==> config.mk <==
export PLATFORM = sky130hd
export DESIGN_NAME = tod_clock_core
export DESIGN_NICKNAME = d
export VERILOG_FILES = /design/src/rtl/tod_clock_core.sv
export SDC_FILE = /design/constraint.sdc
export NUM_CORES = 1
export LEC_CHECK = 0
export BUFFER_PORTS_ARGS = -buffer_cell sky130_fd_sc_hd__buf_4
export CORE_ASPECT_RATIO = 0.75
export CORE_MARGIN = 3
export CORE_UTILIZATION = 25
export DETAILED_ROUTE_END_ITERATION = 16
export PLACE_DENSITY = 0.54
export SLEW_MARGIN = 20
export SYNTH_ARGS = -nofsm -noshare
export SYNTH_HDL_FRONTEND = slang
export SYNTH_SLANG_ARGS = --single-unit
==> constraint.sdc <==
create_clock -name CLOCK_50 -period 2.1 [get_ports CLOCK_50]
set_clock_uncertainty 0.1 [all_clocks]
set_input_delay 0.315 -clock CLOCK_50 [delete_from_list [all_inputs] [get_ports CLOCK_50]]
set_output_delay 0.315 -clock CLOCK_50 [all_outputs]
set_load 0.01 [all_outputs]
==> src/rtl/tod_clock_core.sv <==
// Time-of-day core: binary hh:mm:ss advanced once per CLK_DIV cycles, with
// edge-triggered, range-checked CPU loads of hours and minutes.
module tod_clock_core #(
    parameter int unsigned CLK_DIV = 50000000,
    parameter int unsigned CNT_W   = 26
) (
    input  logic       CLOCK_50,
    input  logic       reset,
    input  logic       load_enable,
    input  logic [6:0] in_hours,
    input  logic [6:0] in_minutes,
    output logic [6:0] out_hours,
    output logic [6:0] out_minutes,
    output logic [5:0] out_seconds,
    output logic       sec_tick,
    output logic       load_ack,
    output logic       load_err
);

    logic [CNT_W-1:0] prescaler_q, prescaler_d;
    logic [6:0]       hours_q, hours_d;
    logic [6:0]       minutes_q, minutes_d;
    logic [5:0]       seconds_q, seconds_d;
    logic             sec_tick_q, sec_tick_d;
    logic             load_ack_q, load_ack_d;
    logic             load_err_q, load_err_d;
    logic             load_en_q;

    logic load_req;
    logic load_valid;
    logic terminal;

    assign load_req   = load_enable & ~load_en_q;
    assign load_valid = (in_hours < 7'd24) && (in_minutes < 7'd60);
    assign terminal   = (prescaler_q == CNT_W'(CLK_DIV - 1));

    always_comb begin
        prescaler_d = prescaler_q;
        hours_d     = hours_q;
        minutes_d   = minutes_q;
        seconds_d   = seconds_q;
        sec_tick_d  = 1'b0;
        load_ack_d  = 1'b0;
        load_err_d  = load_err_q;

        if (load_req && load_valid) begin
            // A load swallows any coinciding tick and restarts the second.
            hours_d     = in_hours;
            minutes_d   = in_minutes;
            seconds_d   = 6'd0;
            prescaler_d = '0;
            load_ack_d  = 1'b1;
            load_err_d  = 1'b0;
        end else begin
            if (load_req) begin
                load_err_d = 1'b1;
            end
            if (terminal) begin
                prescaler_d = '0;
                sec_tick_d  = 1'b1;
                if (seconds_q == 6'd59) begin
                    seconds_d = 6'd0;
                    if (minutes_q == 7'd59) begin
                        minutes_d = 7'd0;
                        hours_d   = (hours_q == 7'd23) ? 7'd0 : hours_q + 7'd1;
                    end else begin
                        minutes_d = minutes_q + 7'd1;
                    end
                end else begin
                    seconds_d = seconds_q + 6'd1;
                end
            end else begin
                prescaler_d = prescaler_q + CNT_W'(1);
            end
        end
    end

    always_ff @(posedge CLOCK_50) begin
        if (reset) begin
            prescaler_q <= '0;
            hours_q     <= 7'd0;
            minutes_q   <= 7'd0;
            seconds_q   <= 6'd0;
            sec_tick_q  <= 1'b0;
            load_ack_q  <= 1'b0;
            load_err_q  <= 1'b0;
            load_en_q   <= 1'b0;
        end else begin
            prescaler_q <= prescaler_d;
            hours_q     <= hours_d;
            minutes_q   <= minutes_d;
            seconds_q   <= seconds_d;
            sec_tick_q  <= sec_tick_d;
            load_ack_q  <= load_ack_d;
            load_err_q  <= load_err_d;
            load_en_q   <= load_enable;
        end
    end

    assign out_hours   = hours_q;
    assign out_minutes = minutes_q;
    assign out_seconds = seconds_q;
    assign sec_tick    = sec_tick_q;
    assign load_ack    = load_ack_q;
    assign load_err    = load_err_q;

endmodule

---- Yosys cells after proc, flatten, opt, wreduce, memory -nomap -nowiden ----
Index checks and enable logic that the tools add are counted.
operators by class
  add/subtract/negate cells ............... 4
  mux-type cells .......................... 12
  bitwise gates (word level) .............. 2
  reduce and logical (&&, ||, !) cells .... 9
  eq/ne operators ......................... 4
  $lt $le $gt $ge ......................... 2
operators by type and width
  cell                                                                   count
  7-bit two-way mux                                                      9
  26-bit by 1-bit adder with 26-bit output, second input constant        1
  26-bit equality test, second input constant                            1
  7-bit by 1-bit adder with 7-bit output, second input constant          2
  7-bit by 5-bit equality test with 1-bit output, second input constant  1
  7-bit by 6-bit equality test with 1-bit output, second input constant  1
  7-bit by 5-bit < comparator with 1-bit output, second input constant   1
  7-bit by 6-bit < comparator with 1-bit output, second input constant   1
  6-bit by 1-bit adder with 6-bit output, second input constant          1
  6-bit equality test, second input constant                             1
  6-bit two-way mux                                                      1
  2-bit nonzero test                                                     3
  3-bit AND reduction                                                    1
  3-bit OR reduction                                                     1
  1-bit logical AND                                                      2
  1-bit two-way mux                                                      2
  2-bit AND reduction                                                    1
  2-bit OR reduction                                                     1
  1-bit bitwise AND                                                      1
  1-bit NOT                                                              1
storage, ports and cells
  word-level logic and storage cells ...... 41
  input bits .............................. 17
  output and inout bits ................... 23
  register bits ........................... 50

---- Longest topological paths before layout ----
Gate-level depths: netlist of run 1.
  depth after elaboration ................. 6
  depth in mapped cells ................... 7
  gate-level depth less buffers ........... 6

---- Worst setup path after synthesis of run 1 ----
Ideal clock, no wire load.
  path kind ............................... register to register
  start point ............................. register minutes_q[0], in the netlist out_minutes[0]
  end point ............................... register hours_q[3], in the netlist out_hours[3]
  cell stages (with the launch flop) ...... 7
  data required time ...................... 1909 ps
  slack ................................... -292 ps
  period minus slack after synthesis ...... 2392 ps
  buffers on the path ..................... 0
  library setup time ...................... 91 ps
  arrival time ............................ 2202 ps
  cell sequence ........................... dfxtp_1 -> ha_1 -> nand2_1 -> nor4_1 -> nand4_1 -> or4_1 -> a311oi_1
between the ends
  cells in the longest elaborated chain, start to end .. 3
ends and longest elaborated chain
  what                                            RTL line  source
  from (decl)                                     22        logic [6:0] minutes_q, minutes_d;
  from (signal assigned)                          91        minutes_q <= minutes_d;
  7-bit by 6-bit equality test with 1-bit output  63        if (minutes_q == 7'd59) begin
  2-bit nonzero test (no line)                    -
  3-bit AND reduction (no line)                   -
  to (signal assigned)                            90        hours_q <= hours_d;
  to (decl)                                       21        logic [6:0] hours_q, hours_d;
No other way between the ends.
A chain may end at the register's enable or synchronous reset.

---- Worst setup path after layout of run 1 ----
  start point ............................. register prescaler_q[8]
  end point ............................... register hours_q[3], in the netlist out_hours[3]
between the ends
  cells in the longest elaborated chain, start to end .. 3
ends and longest elaborated chain
  what                           RTL line  source
  from (decl)                    20        logic [CNT_W-1:0] prescaler_q, prescaler_d;
  from (signal assigned)         89        prescaler_q <= prescaler_d;
  26-bit equality test           35        assign terminal = (prescaler_q == CNT_W'(CLK_DIV - 1));
  2-bit nonzero test (no line)   -
  3-bit AND reduction (no line)  -
No other way between the ends.

==> impl_metrics.json, run 1 <==
{
  "cts_buffer_depth": 2,
  "critPathKind": "flip-flop to flip-flop",
  "synth_area_um2": 2385,
  "cts_buffers": 5,
  "power_density_nw_per_um2": 519.4,
  "clk_latency_ns": 0.30,
  "drive_gt1_share_pct": 40.53,
  "drcViolationCount": 0,
  "syn_area_per_cell_um2": 8.517,
  "grt_max_degree": 26,
  "hold_depth": 2,
  "final_common_cell": "buf_4",
  "grt_pass1_wl_um": 10470,
  "antenna_found_initial": 0,
  "gp_congestion": 0.7883,
  "vias": 2404,
  "cp_cell_sequence": "or4_4 -> nor4_4 -> buf_4 -> nand3_4 -> or4_1 -> a311oi_1",
  "setup_viol": 39,
  "cp-end-kind": "flip-flop",
  "timing.final.max_slew_violations": 0,
  "max_freq_mhz": 434.9,
  "finalCritPeriodShare_pct": 109.5,
  "worstRegToRegCells": 6,
  "crit_path_start_kind": "flip-flop",
  "fp.dieW_um": 118.8,
  "syn_nets": 301,
  "hp-start": "load_enable",
  "hold_buffers": 0,
  "seqCellArea_um2": 1002,
  "setup_ws_ns": -0.1996,
  "gr-usage-all-layers_pct": 11.67,
  "swShare_pct": 22.83,
  "async_flop_share_pct": 0,
  "maxCapViolCount": 0,
  "start_util_pct": 26.04,
  "numClockSinks": 50,
  "required_ns": 2.21,
  "seqPwrFrac_pct": 49.6,
  "final_cell_mix": "buf_4 (91), dfxtp_1 (49), nand2_1 (28)",
  "diodes": 0,
  "row_count": 30,
  "hp-class": "input port to flip-flop",
  "clockPowerShare_pct": 42.8,
  "gr-total-overflow": 0,
  "fillers": 927,
  "ys.flop_type": "dfxtp_1",
  "syn_inst": 280,
  "post-route-min-period_ns": 2.300,
  "viasPerCell": 4.732,
  "post-place-ws_ns": -0.2393,
  "areaGrowthSynthToFinish_pct": 57.71,
  "cts_tree": "done",
  "io_buffer_count": 39,
  "ant_nets": 0,
  "dpl.hpwl_um": 4485,
  "cts_root_buf": "clkbuf_16",
  "core_area_um2": 9159,
  "io_pins": 40,
  "violations": "setup timing",
  "first_pass_iters": 4,
  "switchingPower_w": 0.0004460,
  "die_area_um2": 10760,
  "cp_slowest_cell": "or4_4",
  "ys_types": 43,
  "critical_path.max_fanout": 6,
  "hold_end": "load_en_q$_SDFF_PP0_",
  "critical-path-max-stage-delay_ns": 0.54,
  "peakVddDrop_uv": 272.2,
  "grt_pass1_vias": 2192,
  "wl_um": 6718,
  "htreeDepth": 2,
  "p_int_w": 0.001508,
  "wl_per_cell_um": 13.22,
  "rsz0062_at_grt": "true",
  "drt-initial-drc-count": 70,
  "clk_pin_slew_ns": 0.07,
  "reg2reg_to": "out_hours[3]$_SDFFE_PP0P_",
  "comb_power_share_pct": 7.6,
  "nets": 400,
  "hold_viol": 0,
  "rrSetupSlack_ns": -0.20,
  "hold_slack_ns": 0.1426,
  "worst_pin_slew_ns": 0.5820,
  "yosysWarnings": 0,
  "die_h_um": 90.59,
  "synth-seq-area-share_pct": 41.97,
  "outcome": "finished with violations",
  "worst_slew_margin_rel_pct": 61.06,
  "arrival_ns": 2.41,
  "multi_input_area_um2": 1600,
  "r2r-start": "prescaler_q[8]$_SDFF_PP0_",
  "p_leak_nw": 1.483,
  "synth_seq_cells": 50,
  "synth_edf_count": 0
}
layout make-up:
type,count,area share [%]
clock buffers,7,3.792
inverters,4,0.3992
well taps,128,4.258
flip-flops and latches,50,26.65
repair buffers,101,22.22
clock inverters,1,0.1331
multi-input cells,217,42.55
routing by layer:
metal	track usage (%)	wire length [um]
met1	17.02	3397
met3	3.131	339
met2	16.83	2922
met4	3.182	57
met5	0	0
through the flow:
stage	power (W)	util, %	cell area (um^2)	cells	setup TNS [ns]
floorplan	0.001031	-	2410	280	-0.08961
global placement	0.001099	35.07	3212	487	-1.297
detailed placement	0.001100	35.07	3212	487	-2.007
CTS	0.001935	37.76	3458	502	-1.751
global route	0.002021	41.07	3761	508	-7.932
finish	0.001954	41.07	3761	508	-2.925
worst max path at each step:
stage	from	to	slack [ns]	depth (start not counted)
final	prescaler_q[8]$_SDFF_PP0_	out_hours[3]$_SDFFE_PP0P_	-0.20	6
after global routing	prescaler_q[8]$_SDFF_PP0_	out_hours[3]$_SDFFE_PP0P_	-0.36	6
after CTS	prescaler_q[8]$_SDFF_PP0_	out_hours[3]$_SDFFE_PP0P_	-0.23	6
after detailed placement	prescaler_q[24]$_SDFF_PP0_	out_hours[3]$_SDFFE_PP0P_	-0.24	5
after global placement	prescaler_q[24]$_SDFF_PP0_	out_hours[3]$_SDFFE_PP0P_	-0.15	5
after floorplan	prescaler_q[11]$_SDFF_PP0_	out_hours[3]$_SDFFE_PP0P_	-0.05	5
power groups by stage:
stage	combinational (W)	sequential, W	clock [W]
6_report	0.000149	0.000968	0.000837
5_1_grt	0.000160	0.000969	0.000891
4_1_cts	0.000111	0.000968	0.000856
3_5_place_dp	0.000110	0.000990	0
3_3_place_gp	0.000110	0.000990	0
2_1_floorplan	0.0000356	0.000995	0
flip-flops by register name, indices dropped and copies added, names as in the netlist:
signal       cells
load_en_q        1
load_err         1
sec_tick         1
out_seconds      6
prescaler_q     26
out_hours        7
load_ack         1
out_minutes      7
what timing repair did:
item | 4_1_cts | 5_1_grt
buffers inserted | 6 | 2
pin swaps | 11 | 30
gates cloned | 1 | 4
setup endpoints to repair | 17 | 45
resized for setup | 9 | 54
synth_stat cells (2+ instances only):
cell	n	share of area, %
nand3_1	18	3.8
o31ai_1	3	0.94
a211oi_1	2	0.63
a31oi_1	5	1.3
a21oi_1	6	1.3
o211ai_1	4	1.3
and4_1	2	0.73
xnor2_1	7	2.6
nor2_1	45	7.1
nor2b_1	4	1.0
nand4_1	15	3.9
and3_1	8	2.1
nor3_1	4	0.84
o221a_2	3	1.4
a311oi_1	4	1.5
or4_1	11	3.5
mux2i_1	3	1.3
nor4_1	2	0.52
dfxtp_1	50	42
inv_1	4	0.63
ha_1	4	2.1
xor2_1	17	6.2
o21ai_0	3	0.63
clkbuf_1	9	1.4
nand2_1	29	4.6
kinds of logic after synthesis:
kind of cell / after synthesis / synth area share [%]
AO/OA/AOI/OAI: 31 / 9.234
XOR/XNOR: 24 / 8.814
adder cells (fa/ha/maj): 4 / 2.099
buffers and inverters: 14 / 2.256
flip-flops: 50 / 41.97
multiplexers: 4 / 1.731
AND/OR/NAND/NOR: 153 / 33.89
worst max-delay path: cells and delay by family (launching register included):
| kind | cells | cell delay (ns) |
|---|---|---|
| DFF | 1 | 0.32 |
| and+or+nand+nor | 4 | 1.38 |
| buffers and inverters | 1 | 0.18 |
| AOI/OAI and AO/OA | 1 | 0.25 |
No activity file was read; power rests on OpenSTA's default activity.
==> run 2: changes to the inputs <==
Settings changed: PLACE_DENSITY 0.54 to 0.4, REMOVE_ABC_BUFFERS set to 1.
==> impl_metrics.json, run 2 (same netlist as run 1, synthesis figures left out) <==
{
  "critical_path.max_fanout": 4,
  "fin_area_um2": 3827,
  "gr-total-overflow": 0,
  "critical-path-max-stage-delay_ns": 0.54,
  "rsz0062_at_grt": "true",
  "maxCapViolCount": 0,
  "wl_per_cell_um": 13.65,
  "antenna_found_initial": 0,
  "clk_pin_slew_ns": 0.07,
  "dpl.cell_count": 491,
  "first_pass_iters": 4,
  "total_power_w": 0.002051,
  "power_density_nw_per_um2": 535.9,
  "wl_um": 6921,
  "hold_viol": 0,
  "worst_pin_slew_ns": 0.8948,
  "ant_nets": 0,
  "nets": 399,
  "finalNonFillerCells": 507,
  "viasPerCell": 4.690,
  "comb_power_share_pct": 7.1,
  "htreeDepth": 2,
  "final_common_cell": "buf_4",
  "placed_area_um2": 3217,
  "hold_depth": 2,
  "crit_path_start_kind": "flip-flop",
  "cts_buffer_depth": 2,
  "gr-usage-all-layers_pct": 12.55,
  "worst_slew_margin_rel_pct": 40.13,
  "p_leak_nw": 1.480,
  "dpl.hpwl_um": 4877,
  "grt_max_degree": 26,
  "clockPowerShare_pct": 45.6,
  "hp-class": "input port to flip-flop",
  "cp_top_family": "simple AND/OR/NAND/NOR gates",
  "cp-end-kind": "flip-flop",
  "die_area_um2": 10760,
  "grt_pass1_vias": 2203,
  "arrival_ns": 2.48,
  "peakVddDrop_uv": 293.3,
  "p_int_w": 0.001596,
  "finalCritPeriodShare_pct": 111.9,
  "seqPwrFrac_pct": 47.2,
  "critPathKind": "flip-flop to flip-flop",
  "crit_buf_inv": 2,
  "fp.dieW_um": 118.8,
  "max_freq_mhz": 425.7,
  "gp_congestion": 0.7271,
  "diodes": 0,
  "cts_root_buf": "clkbuf_16",
  "die_h_um": 90.59,
  "clk_latency_ns": 0.29,
  "swShare_pct": 22.18,
  "drcViolationCount": 0,
  "worstRegToRegCells": 7,
  "drt-initial-drc-count": 113,
  "fillers": 978,
  "timing.final.max_slew_violations": 0,
  "cts_buffers": 5,
  "multi_input_area_um2": 1634,
  "switchingPower_w": 0.0004549,
  "areaGrowthSynthToFinish_pct": 60.49,
  "outcome": "finished with violations",
  "cpMostUsedCell": "buf_4",
  "setup_ws_ns": -0.2493,
  "worstSetupPathDepth": 7,
  "core_area_um2": 9159,
  "required_ns": 2.23,
  "violations": "setup timing",
  "hold_buffers": 0,
  "numClockSinks": 50,
  "hold_slack_ns": 0.1451,
  "io_pins": 40,
  "cp_cell_sequence": "or4b_4 -> nor4_4 -> buf_4 -> nand4_1 -> buf_4 -> or4_4 -> nand3_2",
  "vias": 2378,
  "largest_register_ffs": 26,
  "final_cell_mix": "buf_4 (89), dfxtp_1 (47), nand2_1 (28)",
  "drive_gt1_share_pct": 42.48,
  "cts_tree": "done",
  "start_util_pct": 26.04,
  "seqCellArea_um2": 1005,
  "post-route-min-period_ns": 2.349,
  "row_count": 30,
  "io_buffer_count": 39,
  "cp_slowest_cell": "or4b_4",
  "regMostFlops": "prescaler_q",
  "setup_viol": 45,
  "grt_pass1_wl_um": 11140
}
==> run 2: final timing paths <==
| path | end | slack (ns) | startpoint |
|---|---|---|---|
| max | out_hours[4]$_SDFFE_PP0P_ | -0.25 | prescaler_q[16]$_SDFF_PP0_ |
| min | load_en_q$_SDFF_PP0_ | 0.15 | load_enable |
| max reg2reg | out_hours[4]$_SDFFE_PP0P_ | -0.25 | prescaler_q[16]$_SDFF_PP0_ |
| min reg2reg | load_err$_SDFFE_PP0P_ | 0.39 | load_err$_SDFFE_PP0P_ |
==> run 2: final cells by class <==
class | instances | area share [%]
clock buffers | 6 | 3.367
clock inverters | 2 | 0.9807
inverters | 4 | 0.3923
multi-input cells | 216 | 42.69
flip-flops and latches | 50 | 26.25
well taps | 128 | 4.184
repair buffers | 101 | 22.13
==> run 2: per-layer routing <==
| layer | part of all wire [%] | track usage, % | wire length (um) | vias to the layer above |
|---|---|---|---|---|
| met3 | 3.9 | 3.444 | 267 | 4 |
| met4 | 0.75 | 3.086 | 52 | 0 |
| met1 | 53 | 19.01 | 3699 | 1125 |
| li1 | - | - | - | 1213 |
| met2 | 42 | 17.30 | 2902 | 36 |
| met5 | 0 | 0 | 0 | - |
==> run 2: power groups by stage <==
stage,clock network (W),registers (W),logic (W)
global placement,0,0.000990,0.000110
global route,0.00100,0.000969,0.000160
detailed placement,0,0.000990,0.000109
finish,0.000936,0.000969,0.000147
CTS,0.000972,0.000968,0.000110
floorplan,0,0.000995,0.0000310
==> run 2: what timing repair did <==
action	in CTS	in global routing
gates cloned	1	3
hold endpoints to repair	0	0
gates resized for setup	13	71
endpoints found under the setup margin	45	45
pin swaps	13	43
buffers inserted	2	2
==> run 2: through the flow <==
step,setup TNS (ns),util [%],setup slack [ns]
floorplan,-9.484,-,-0.2924
global placement,-3.035,35.12,-0.2353
detailed placement,-3.083,35.12,-0.2735
CTS,-2.766,37.73,-0.2592
global route,-7.404,41.79,-0.3246
finish,-4.319,41.79,-0.2493
==> run 3: changes to the inputs <==
Settings changed: CORE_UTILIZATION 25 to 40, PLACE_DENSITY 0.4 to 0.59.
==> impl_metrics.json, run 3 (same netlist as run 1, synthesis figures left out) <==
{
  "hp-class": "input port to flip-flop",
  "first_pass_iters": 4,
  "violations": "setup timing",
  "gr-total-overflow": 0,
  "wl_per_cell_um": 15.02,
  "antenna_found_initial": 0,
  "setup_ws_ns": -0.2532,
  "seqPwrFrac_pct": 59.1,
  "core_area_um2": 5554,
  "die_h_um": 72.87,
  "total_power_w": 0.001639,
  "dpl.hpwl_um": 4512,
  "cts_buffer_depth": 2,
  "critical-path-max-stage-delay_ns": 0.54,
  "grt_pass1_vias": 2130,
  "finalCritPeriodShare_pct": 112.1,
  "dpl.cell_count": 434,
  "worst_slew_margin_rel_pct": 50.89,
  "peakVddDrop_uv": 316.7,
  "rsz0062_at_grt": "true",
  "power_density_nw_per_um2": 467.5,
  "grt_pass1_wl_um": 10320,
  "cp-end-kind": "flip-flop",
  "diodes": 0,
  "p_leak_nw": 1.418,
  "ant_nets": 0,
  "post-place-ws_ns": -0.2659,
  "clockPowerShare_pct": 33.1,
  "hold_viol": 0,
  "fp.dieW_um": 95.16,
  "grt_max_degree": 26,
  "hold_buffers": 0,
  "start_util_pct": 42.94,
  "largest_register_ffs": 26,
  "required_ns": 2.25,
  "drt-initial-drc-count": 187,
  "io_buffer_count": 39,
  "max_freq_mhz": 425.0,
  "cpMostUsedCell": "buf_4",
  "clk_latency_ns": 0.30,
  "clk_pin_slew_ns": 0.09,
  "cp_slowest_cell": "or4b_4",
  "timing.final.max_slew_violations": 0,
  "htreeDepth": 2,
  "p_int_w": 0.001258,
  "cp_cell_sequence": "or4b_4 -> nor4_4 -> buf_4 -> buf_4 -> nand3_4 -> or4_4 -> a21oi_2",
  "numClockSinks": 50,
  "cts_root_buf": "clkbuf_8",
  "gp_congestion": 0.8862,
  "final_cell_mix": "buf_4 (90), dfxtp_1 (46), nor2_1 (42)",
  "cts_buffers": 5,
  "final_common_cell": "buf_4",
  "areaGrowthSynthToFinish_pct": 47.01,
  "maxCapViolCount": 0,
  "drive_gt1_share_pct": 37.80,
  "critical_path.max_fanout": 5,
  "fillers": 488,
  "cp_top_family": "simple AND/OR/NAND/NOR gates",
  "die_area_um2": 6934,
  "comb_power_share_pct": 7.8,
  "gr-usage-all-layers_pct": 18.77,
  "crit_path_start_kind": "flip-flop",
  "worst_pin_slew_ns": 0.7340,
  "io_pins": 40,
  "nets": 402,
  "row_count": 23,
  "setup_viol": 46,
  "cts_tree": "done",
  "rrSetupSlack_ns": -0.25,
  "vias": 2437,
  "crit_buf_inv": 2,
  "post-route-min-period_ns": 2.353,
  "outcome": "finished with violations",
  "wl_um": 6851,
  "finalNonFillerCells": 456,
  "critPathKind": "flip-flop to flip-flop",
  "drcViolationCount": 0,
  "viasPerCell": 5.344,
  "arrival_ns": 2.50,
  "hold_slack_ns": 0.1469,
  "switchingPower_w": 0.0003807,
  "swShare_pct": 23.22,
  "tns_ns": -6.470,
  "regMostFlops": "prescaler_q"
}
[run 3: cell types whose count changed in the layout (fill, tap and decap cells not counted), sizes merged]
cell / delta
nand3: +1
buf: +2
clkbuf: +1
bufinv: -1
clkinvlp: -1
[run 3: metrics by stage]
step	area, um^2	utilization, %
after global placement	3120	56.18
after floorplan	2346	-
final	3506	63.12
after global routing	3506	63.12
after detailed placement	3120	56.18
after CTS	3312	59.63
[run 3: area by class of cell]
class | count | area [um^2] | share of cell area, %
Tap cell | 75 | 93.84 | 2.677
Inverter | 4 | 15.01 | 0.4283
Clock buffer | 7 | 76.32 | 2.177
Sequential cell | 50 | 1006 | 28.69
Timing Repair Buffer | 103 | 858.3 | 24.48
Multi-Input combinational cell | 217 | 1456 | 41.54
[run 3: final timing paths]
path | start | end | cells past startpoint
setup / recovery | prescaler_q[16]$_SDFF_PP0_ | out_seconds[2]$_SDFFE_PP0P_ | 7
hold / removal | load_enable | load_en_q$_SDFF_PP0_ | 2
setup reg to reg | prescaler_q[16]$_SDFF_PP0_ | out_seconds[2]$_SDFFE_PP0P_ | 7
hold reg to reg | load_err$_SDFFE_PP0P_ | load_err$_SDFFE_PP0P_ | 2
[run 3: routing by layer]
metal  routed length (um)  vias up  track usage [%]
met5                    0        -                0
met4                   31        0            3.040
met3                  332        4            4.433
met2                 2967       61            26.53
met1                 3520     1159            29.11
li1                     -     1213                -
[run 3: power by group through the flow]
stage / sequential [W] / clock (W) / combinational (W)
after detailed placement: 0.000990 / 0 / 0.000106
after CTS: 0.000968 / 0.000560 / 0.000107
after global routing: 0.000970 / 0.000604 / 0.000140
after global placement: 0.000990 / 0 / 0.000107
after floorplan: 0.000995 / 0 / 0.0000310
final: 0.000968 / 0.000542 / 0.000129
[run 3: timing repair]
action / 4_1_cts / 5_1_grt
setup buffers: 6 / 6
cloned: 1 / 3
setup endpoints to repair: 33 / 46
resized for setup: 17 / 23
pin swaps: 27 / 8
